--- src/rtl/licznik_czasu.sv ---
// licznik_czasu -- real-time clock time base and BCD hours/minutes counter.
//
// Divides clk_i down to a one-cycle tick per second. Seconds are kept
// internally in binary. Hours and minutes are kept as four BCD digits that
// feed the 7-segment multiplexer. A free-running refresh counter supplies
// that multiplexer's digit select. Two push buttons set the time. Each press
// produces exactly one increment; there is no debounce and no auto-repeat.
//
// Ports
//   clk_i          system clock; all state changes on the rising edge
//   rst_ni         asynchronous active-low reset (time 00:00:00)
//   set_min_i      minute-set button, asynchronous level, active high
//   set_hr_i       hour-set button, asynchronous level, active high
//   hr2_o/hr1_o    hours tens/units, BCD (00..23)
//   min2_o/min1_o  minutes tens/units, BCD (00..59)
//   odswiezanie_o  digit select: 00 hr2, 01 hr1, 10 min2, 11 min1
//   sec_tick_o     one-cycle pulse, once per second (registered tick)
module licznik_czasu #(
  parameter int unsigned CLK_HZ       = 100_000_000,
  parameter int unsigned REFRESH_BITS = 18
) (
  input  logic       clk_i,
  input  logic       rst_ni,
  input  logic       set_min_i,
  input  logic       set_hr_i,
  output logic [3:0] hr2_o,
  output logic [3:0] hr1_o,
  output logic [3:0] min2_o,
  output logic [3:0] min1_o,
  output logic [1:0] odswiezanie_o,
  output logic       sec_tick_o
);

  localparam int unsigned PW = $clog2(CLK_HZ);
  localparam logic [PW-1:0] PRESC_LAST = PW'(CLK_HZ - 1);

  logic [PW-1:0]           presc_q;
  logic [5:0]              sec_q;
  logic [REFRESH_BITS-1:0] refresh_q;
  // [0] first sync stage, [1] second sync stage, [2] edge-detect reference
  logic [2:0]              min_sync_q;
  logic [2:0]              hr_sync_q;

  logic tick;
  logic set_min_edge;
  logic set_hr_edge;
  logic min_carry;
  logic hr_carry;
  logic min_inc;
  logic hr_inc;

  assign tick         = (presc_q == PRESC_LAST);
  assign set_min_edge = min_sync_q[1] & ~min_sync_q[2];
  assign set_hr_edge  = hr_sync_q[1] & ~hr_sync_q[2];

  // A minute-set press takes priority over the seconds rollover. It clears
  // the seconds, so the carry from the rollover is dropped.
  assign min_carry = tick && (sec_q == 6'd59) && !set_min_edge;
  assign hr_carry  = min_carry && (min2_o == 4'd5) && (min1_o == 4'd9);

  // A press and a carry in the same cycle collapse into one increment.
  assign min_inc = set_min_edge | min_carry;
  assign hr_inc  = set_hr_edge | hr_carry;

  assign odswiezanie_o = refresh_q[REFRESH_BITS-1 -: 2];

  always_ff @(posedge clk_i or negedge rst_ni) begin
    if (!rst_ni) begin
      presc_q    <= '0;
      sec_q      <= '0;
      refresh_q  <= '0;
      min_sync_q <= '0;
      hr_sync_q  <= '0;
      hr2_o      <= '0;
      hr1_o      <= '0;
      min2_o     <= '0;
      min1_o     <= '0;
      sec_tick_o <= 1'b0;
    end else begin
      min_sync_q <= {min_sync_q[1:0], set_min_i};
      hr_sync_q  <= {hr_sync_q[1:0], set_hr_i};
      refresh_q  <= refresh_q + REFRESH_BITS'(1);
      sec_tick_o <= tick;

      // Setting minutes restarts the current minute from :00.
      if (set_min_edge) begin
        presc_q <= '0;
        sec_q   <= '0;
      end else begin
        presc_q <= tick ? '0 : presc_q + PW'(1);
        if (tick) begin
          sec_q <= (sec_q == 6'd59) ? 6'd0 : sec_q + 6'd1;
        end
      end

      if (min_inc) begin
        if (min1_o == 4'd9) begin
          min1_o <= 4'd0;
          min2_o <= (min2_o == 4'd5) ? 4'd0 : min2_o + 4'd1;
        end else begin
          min1_o <= min1_o + 4'd1;
        end
      end

      // Check 23 first so the count goes straight to 00 and never shows 24.
      if (hr_inc) begin
        if (hr2_o == 4'd2 && hr1_o == 4'd3) begin
          hr2_o <= 4'd0;
          hr1_o <= 4'd0;
        end else if (hr1_o == 4'd9) begin
          hr1_o <= 4'd0;
          hr2_o <= hr2_o + 4'd1;
        end else begin
          hr1_o <= hr1_o + 4'd1;
        end
      end
    end
  end

endmodule

--- config.mk ---
export PLATFORM = sky130hd
export DESIGN_NAME = licznik_czasu
export DESIGN_NICKNAME = d
export VERILOG_FILES = /design/src/rtl/licznik_czasu.sv
export SDC_FILE = /design/constraint.sdc
export NUM_CORES = 1
export LEC_CHECK = 0
export BUFFER_PORTS_ARGS = -buffer_cell sky130_fd_sc_hd__buf_2
export CAP_MARGIN = 25
export CORE_ASPECT_RATIO = 1.5
export CORE_MARGIN = 2
export CORE_UTILIZATION = 31
export DETAILED_ROUTE_END_ITERATION = 10
export GPL_ROUTABILITY_DRIVEN = 0
export MAX_ROUTING_LAYER = met4
export SKIP_CTS_REPAIR_TIMING = 1
export SLEW_MARGIN = 10
export SYNTH_ARGS = -nofsm -noshare
export SYNTH_HDL_FRONTEND = slang
export SYNTH_SLANG_ARGS = --single-unit
--- constraint.sdc ---
create_clock -name clk_i -period 2.2 [get_ports clk_i]
set_clock_uncertainty 0.05 [all_clocks]
set_input_delay 0.22 -clock clk_i [delete_from_list [all_inputs] [get_ports clk_i]]
set_output_delay 0.22 -clock clk_i [all_outputs]
set_load 0.005 [all_outputs]
Word level (Yosys, flattened, before mapping)

Cells that the tools add are included.

Register bits: 74
Bits of input ports: 4
Output and inout port bits: 19
Logic and storage cells: 51

Add/sub/neg operators: 7
Equal/unequal tests: 7
Muxes and demuxes: 11
Bitwise gates (word level): 6
Reduce and logical (&&, ||, !) cells: 10

Operators with widths:

| kind                                                                   | number |
|---|---|
| 27-bit two-way mux                                                     | 2 |
| 27-bit by 1-bit adder with 27-bit output (second input constant)       | 1 |
| 27-bit equality test (second input constant)                           | 1 |
| 4-bit two-way mux                                                      | 6 |
| 18-bit by 1-bit adder with 18-bit output (second input constant)       | 1 |
| 6-bit two-way mux                                                      | 3 |
| 4-bit by 1-bit adder with 4-bit output (second input constant)         | 4 |
| 4-bit by 2-bit equality test with 1-bit output (second input constant) | 2 |
| 4-bit equality test (second input constant)                            | 2 |
| 6-bit by 1-bit adder with 6-bit output (second input constant)         | 1 |
| 6-bit equality test (second input constant)                            | 1 |
| 1-bit logical AND                                                      | 5 |
| 4-bit by 3-bit equality test with 1-bit output (second input constant) | 1 |
| 2-bit AND reduction                                                    | 2 |
| 2-bit nonzero test                                                     | 2 |
| 1-bit bitwise AND                                                      | 2 |
| 1-bit inverter                                                         | 2 |
| 1-bit OR                                                               | 2 |
| 1-bit zero test                                                        | 1 |

Logic depth before layout (Yosys ltp)

Word-level depth: 8
Gate-level depth with buffers: 9
Depth with buffers taken out: 6

Worst setup path after synthesis

OpenSTA, ideal clock, no wires.

Path kind: reg2reg
Start: reg presc_q[0]
End: reg sec_q[5]
Setup time: 77 ps
Arrival: 1975 ps
Data required time: 2073 ps
Slack: 98 ps
Cell stages (with the launch flop): 9
Path buffers: 2
Clock period less this slack: 2102 ps
Cells stage by stage: dfrtp_1 > ha_1 > and3_1 > buf_2 > nand2_4 > buf_6 > or3_4 > or4_1 > a21oi_1

Longest elaborated chain between the ends: 2

Ends and longest elaborated chain:

| item                                | RTL line | RTL |
|---|---|---|
| start, declared                     | 37       | `logic [PW-1:0] presc_q;` |
| start signal, assigned              | 90       | `presc_q <= tick ? '0 : presc_q + PW'(1);` |
| 27-bit equality test                | 52       | `assign tick = (presc_q == PRESC_LAST);` |
| 2-bit nonzero test (no source line) | --       |  |
| end signal, assigned                | 92       | `sec_q <= (sec_q == 6'd59) ? 6'd0 : sec_q + 6'd1;` |
| end, declared                       | 38       | `logic [5:0] sec_q;` |

Every way passes these cells.
A chain may end at the register's enable or synchronous reset.

Final worst setup path

Start: reg sec_q[0]
End: reg hr2_o[1]

Longest elaborated chain between the ends: 7

Ends and longest elaborated chain:

| item                                 | RTL line | RTL |
|---|---|---|
| 6-bit equality test                  | 58       | `assign min_carry = tick && (sec_q == 6'd59) && !set_min_edge;` |
| 1-bit logical AND (2 in series)      | 58       |  |
| 1-bit logical AND (2 in series)      | 59       | `assign hr_carry = min_carry && (min2_o == 4'd5) && (min1_o == 4'd9);` |
| 1-bit OR                             | 63       | `assign hr_inc = set_hr_edge \| hr_carry;` |
| 2-bit AND reduction (no source line) | --       |  |
| end signal, assigned                 | 112      | `hr2_o <= hr2_o + 4'd1;` |
| end, declared                        | 26       | `output logic [3:0] hr2_o,` |

Every way passes these cells.

==> results by group <==
Final layout
  – Commonest non-fill, non-tap cell in the layout: dfrtp_1
  – Area grow syn2layout: 20.7%
  – Final nets: around 390
  – Seq. cell area: roughly 0.0019 mm²
  – Ratio of cells with drive above 1 in the final layout: 0.179
  – Commonest cells after routing, fill and taps aside: dfrtp_1, nor2_1, xnor2_1, nand2_1, buf_2
  – Multi-input logic area: 0.00168 mm²
  – Fillers: 1,139
  – Inserted Diodes: 0

Drt
  – DR pass1 iterations: 4
  – Routed vias/inst: 4.89
  – Number of DRC markers after the initial detailed-route iteration: 130
  – Detailed-route via count: approximately 2,600
  – Antenna viol nets, final: 0
  – Routed len/inst: ~13 µm
  – WL final: 7.15 mm
  – Residual DRC: 0

Worst hold path
  – Hold WC Path Type: flop to flop
  – Hold Crit Depth: 0

Clock network
  – H-tree levels: 3
  – Total CTS buffers: 9
  – Root Buffer: clkbuf_16
  – CTS Sinks: 74
  – Worst skew pair latency: 0.34 ns
  – CTS Buffer Depth: 2
  – CTS tree: built
  – Clock-pin slew on the worst setup and hold paths: around 0.060 ns

Worst setup path
  – Required @ worst endpoint: between 2 and 2.5 ns
  – R2R setup slack: 0.13 ns
  – Arrival time worst endpoint: about 2.2 ns
  – R2R cell count: 7
  – Worst setup EP type: flop
  – Crit-path max FO: 7
  – Critical path type: flop to flop
  – CP max stage cell: dfrtp_1
  – CP Launch Type: flop
  – Critical Path Max Stage Delay: roughly 0.38 ns
  – Critical path cell sequence: ha_1, nand4_1, nand4bb_4, nor4_4, buf_4, o21ai_1, mux2_1

STA
  – Max Slew Vio Count: 0
  – Slew @ Worst Pin: between 0.5 and 0.6 ns
  – Hold Fails Final Rpt: 0
  – Maximum clock rate: 483 MHz
  – Setup violators final: 0
  – Fin crit share: 0.942
  – Setup_tns: 0 ns
  – Final Critical Period: 2.07 ns
  – RSZ-0062 raised after global routing: no
  – Headroom to the max-slew limit: 0.624

Logic synthesis
  – Share of the yosys chip area belonging to registers: 0.515
  – Predominant post-synthesis flop cell: dfrtp_1
  – Post-synth cell types: 56
  – Mapped Area: 0.00360 mm²
  – Syn_area_per_cell: 10.7 µm²
  – Syn nets: between 300 and 400
  – Post-Syn Instances: 336
  – Flops & latches, synth: between 70 and 80
  – YS warnings: 0
  – Fraction of registers with async set/reset: 1.00
  – EDFF count, synth: 0

GRT
  – Grt ovf: 0
  – Global-route wire length before repair: around 13 mm
  – Vias in the first global route: between 2,000 and 3,000
  – Initial antenna violation count: 0
  – Largest net degree at the start of global routing: 45
  – GRT Util Overall: 0.130

Floorplanning
  – I/O Pins: 23
  – DIE WIDTH: ~92 µm
  – Cell row count: between 40 and 50
  – Core Box Area: 0.0114 mm²
  – Initial Util: 0.315
  – Die height: 136 µm
  – Die Footprint: about 0.012 mm²

Status
  – Outcome: complete, no violations

Power and ir drop
  – Pwr/cell area: approximately 900 mW/mm²
  – Peak supply drop: roughly 0.42 mV
  – Leak Pwr: around 1.9 nW
  – Post-layout power: about 0.0039 W

Placement
  – DPL Wire Length: ~4.9 mm
  – Number of port buffers: 22

Run
  – Max-cap check violation count: 0
## cell families after synthesis
logic type / count (synthesis) / share of synthesized area
and+or+nand+nor: 149 / 0.240
DFF: 74 / 0.515
xor gates and xnor gates: 46 / 0.112
AOI/OAI and AO/OA: 32 / 0.0557
buffers and inverters: 20 / 0.0292
muxes: 8 / 0.0243
adders and majority gates: 7 / 0.0243
## metal layers
layer  wire (µm)  vias up  GRT usage  part of all wire
li1            -     1246          -                 -
met1        3100     1298      0.146              0.43
met2        3700       34      0.221              0.52
met3         185       12     0.0272             0.026
met4         152        0     0.0638             0.021
met5           0        -          -                 0
## metrics by stage
step	hold WS, ns	instance area [µm²]	instances	util	setup slack (ns)
2_1_floorplan	-0.126	3600	336	-	0.0979
3_3_place_gp	0.203	3920	509	0.344	0.0566
3_5_place_dp	0.210	3920	509	0.344	0.0142
4_1_cts	-0.143	4260	525	0.373	-0.00962
5_1_grt	0.318	4340	530	0.380	0.00968
6_report	0.298	4340	530	0.380	0.127
## registers in the layout, summed over array words and instances (netlist names)
| register | flops |
|---|---|
| min_sync_q | 3 |
| min2_o | 4 |
| refresh_q | 18 |
| hr1_o | 4 |
| presc_q | 27 |
| hr_sync_q | 3 |
| sec_q | 6 |
| sec_tick_o | 1 |
| min1_o | 4 |
| hr2_o | 4 |
## cell usage after synthesis (6+ instances only)
cell	n	area, µm²
a21oi_1	8	40.0
and3_1	9	56.3
dfrtp_1	74	1850
ha_1	7	87.6
inv_1	11	41.3
nand2_1	21	78.8
nand3_1	15	75.1
nand4_1	10	62.6
nor2_1	43	161
nor3_1	7	35.0
o21ai_1	6	30.0
xnor2_1	36	315
xor2_1	10	87.6
## final cells by class
class                      instances  area share
inverter                          11     0.00951
clock inverter                     5      0.0196
clock buffer                      11      0.0582
multi-input combinational        242       0.386
timing repair buffer              37      0.0565
tap                              150      0.0432
sequential                        74       0.427
## path summary, 6_finish.rpt
kind / from / endpoint
max: sec_q[0] / hr2_o[1]
min: hr_sync_q[0] / hr_sync_q[1]
max reg2reg: sec_q[0] / hr2_o[1]
min reg2reg: hr_sync_q[0] / hr_sync_q[1]
max in group asynchronous: rst_ni / presc_q[9]
min in group asynchronous: rst_ni / presc_q[3]
## worst max-delay path: cells and delay by family (launching register included)
family,cells,cell delay (ns)
flops,1,0.38
fa+ha+maj,1,0.22
buf+inv,1,0.18
mux,1,0.34
compound gates,1,0.10
simple gates,3,0.69
## where the power goes
| part | switching [W] | internal [W] |
|---|---|---|
| Sequential | 0.000169 | 0.00150 |
| Clock | 0.000575 | 0.00106 |
| Combinational | 0.000285 | 0.000331 |
| Total | 0.00103 | 0.00289 |
Note: power is estimated with default switching activity, not from simulation.
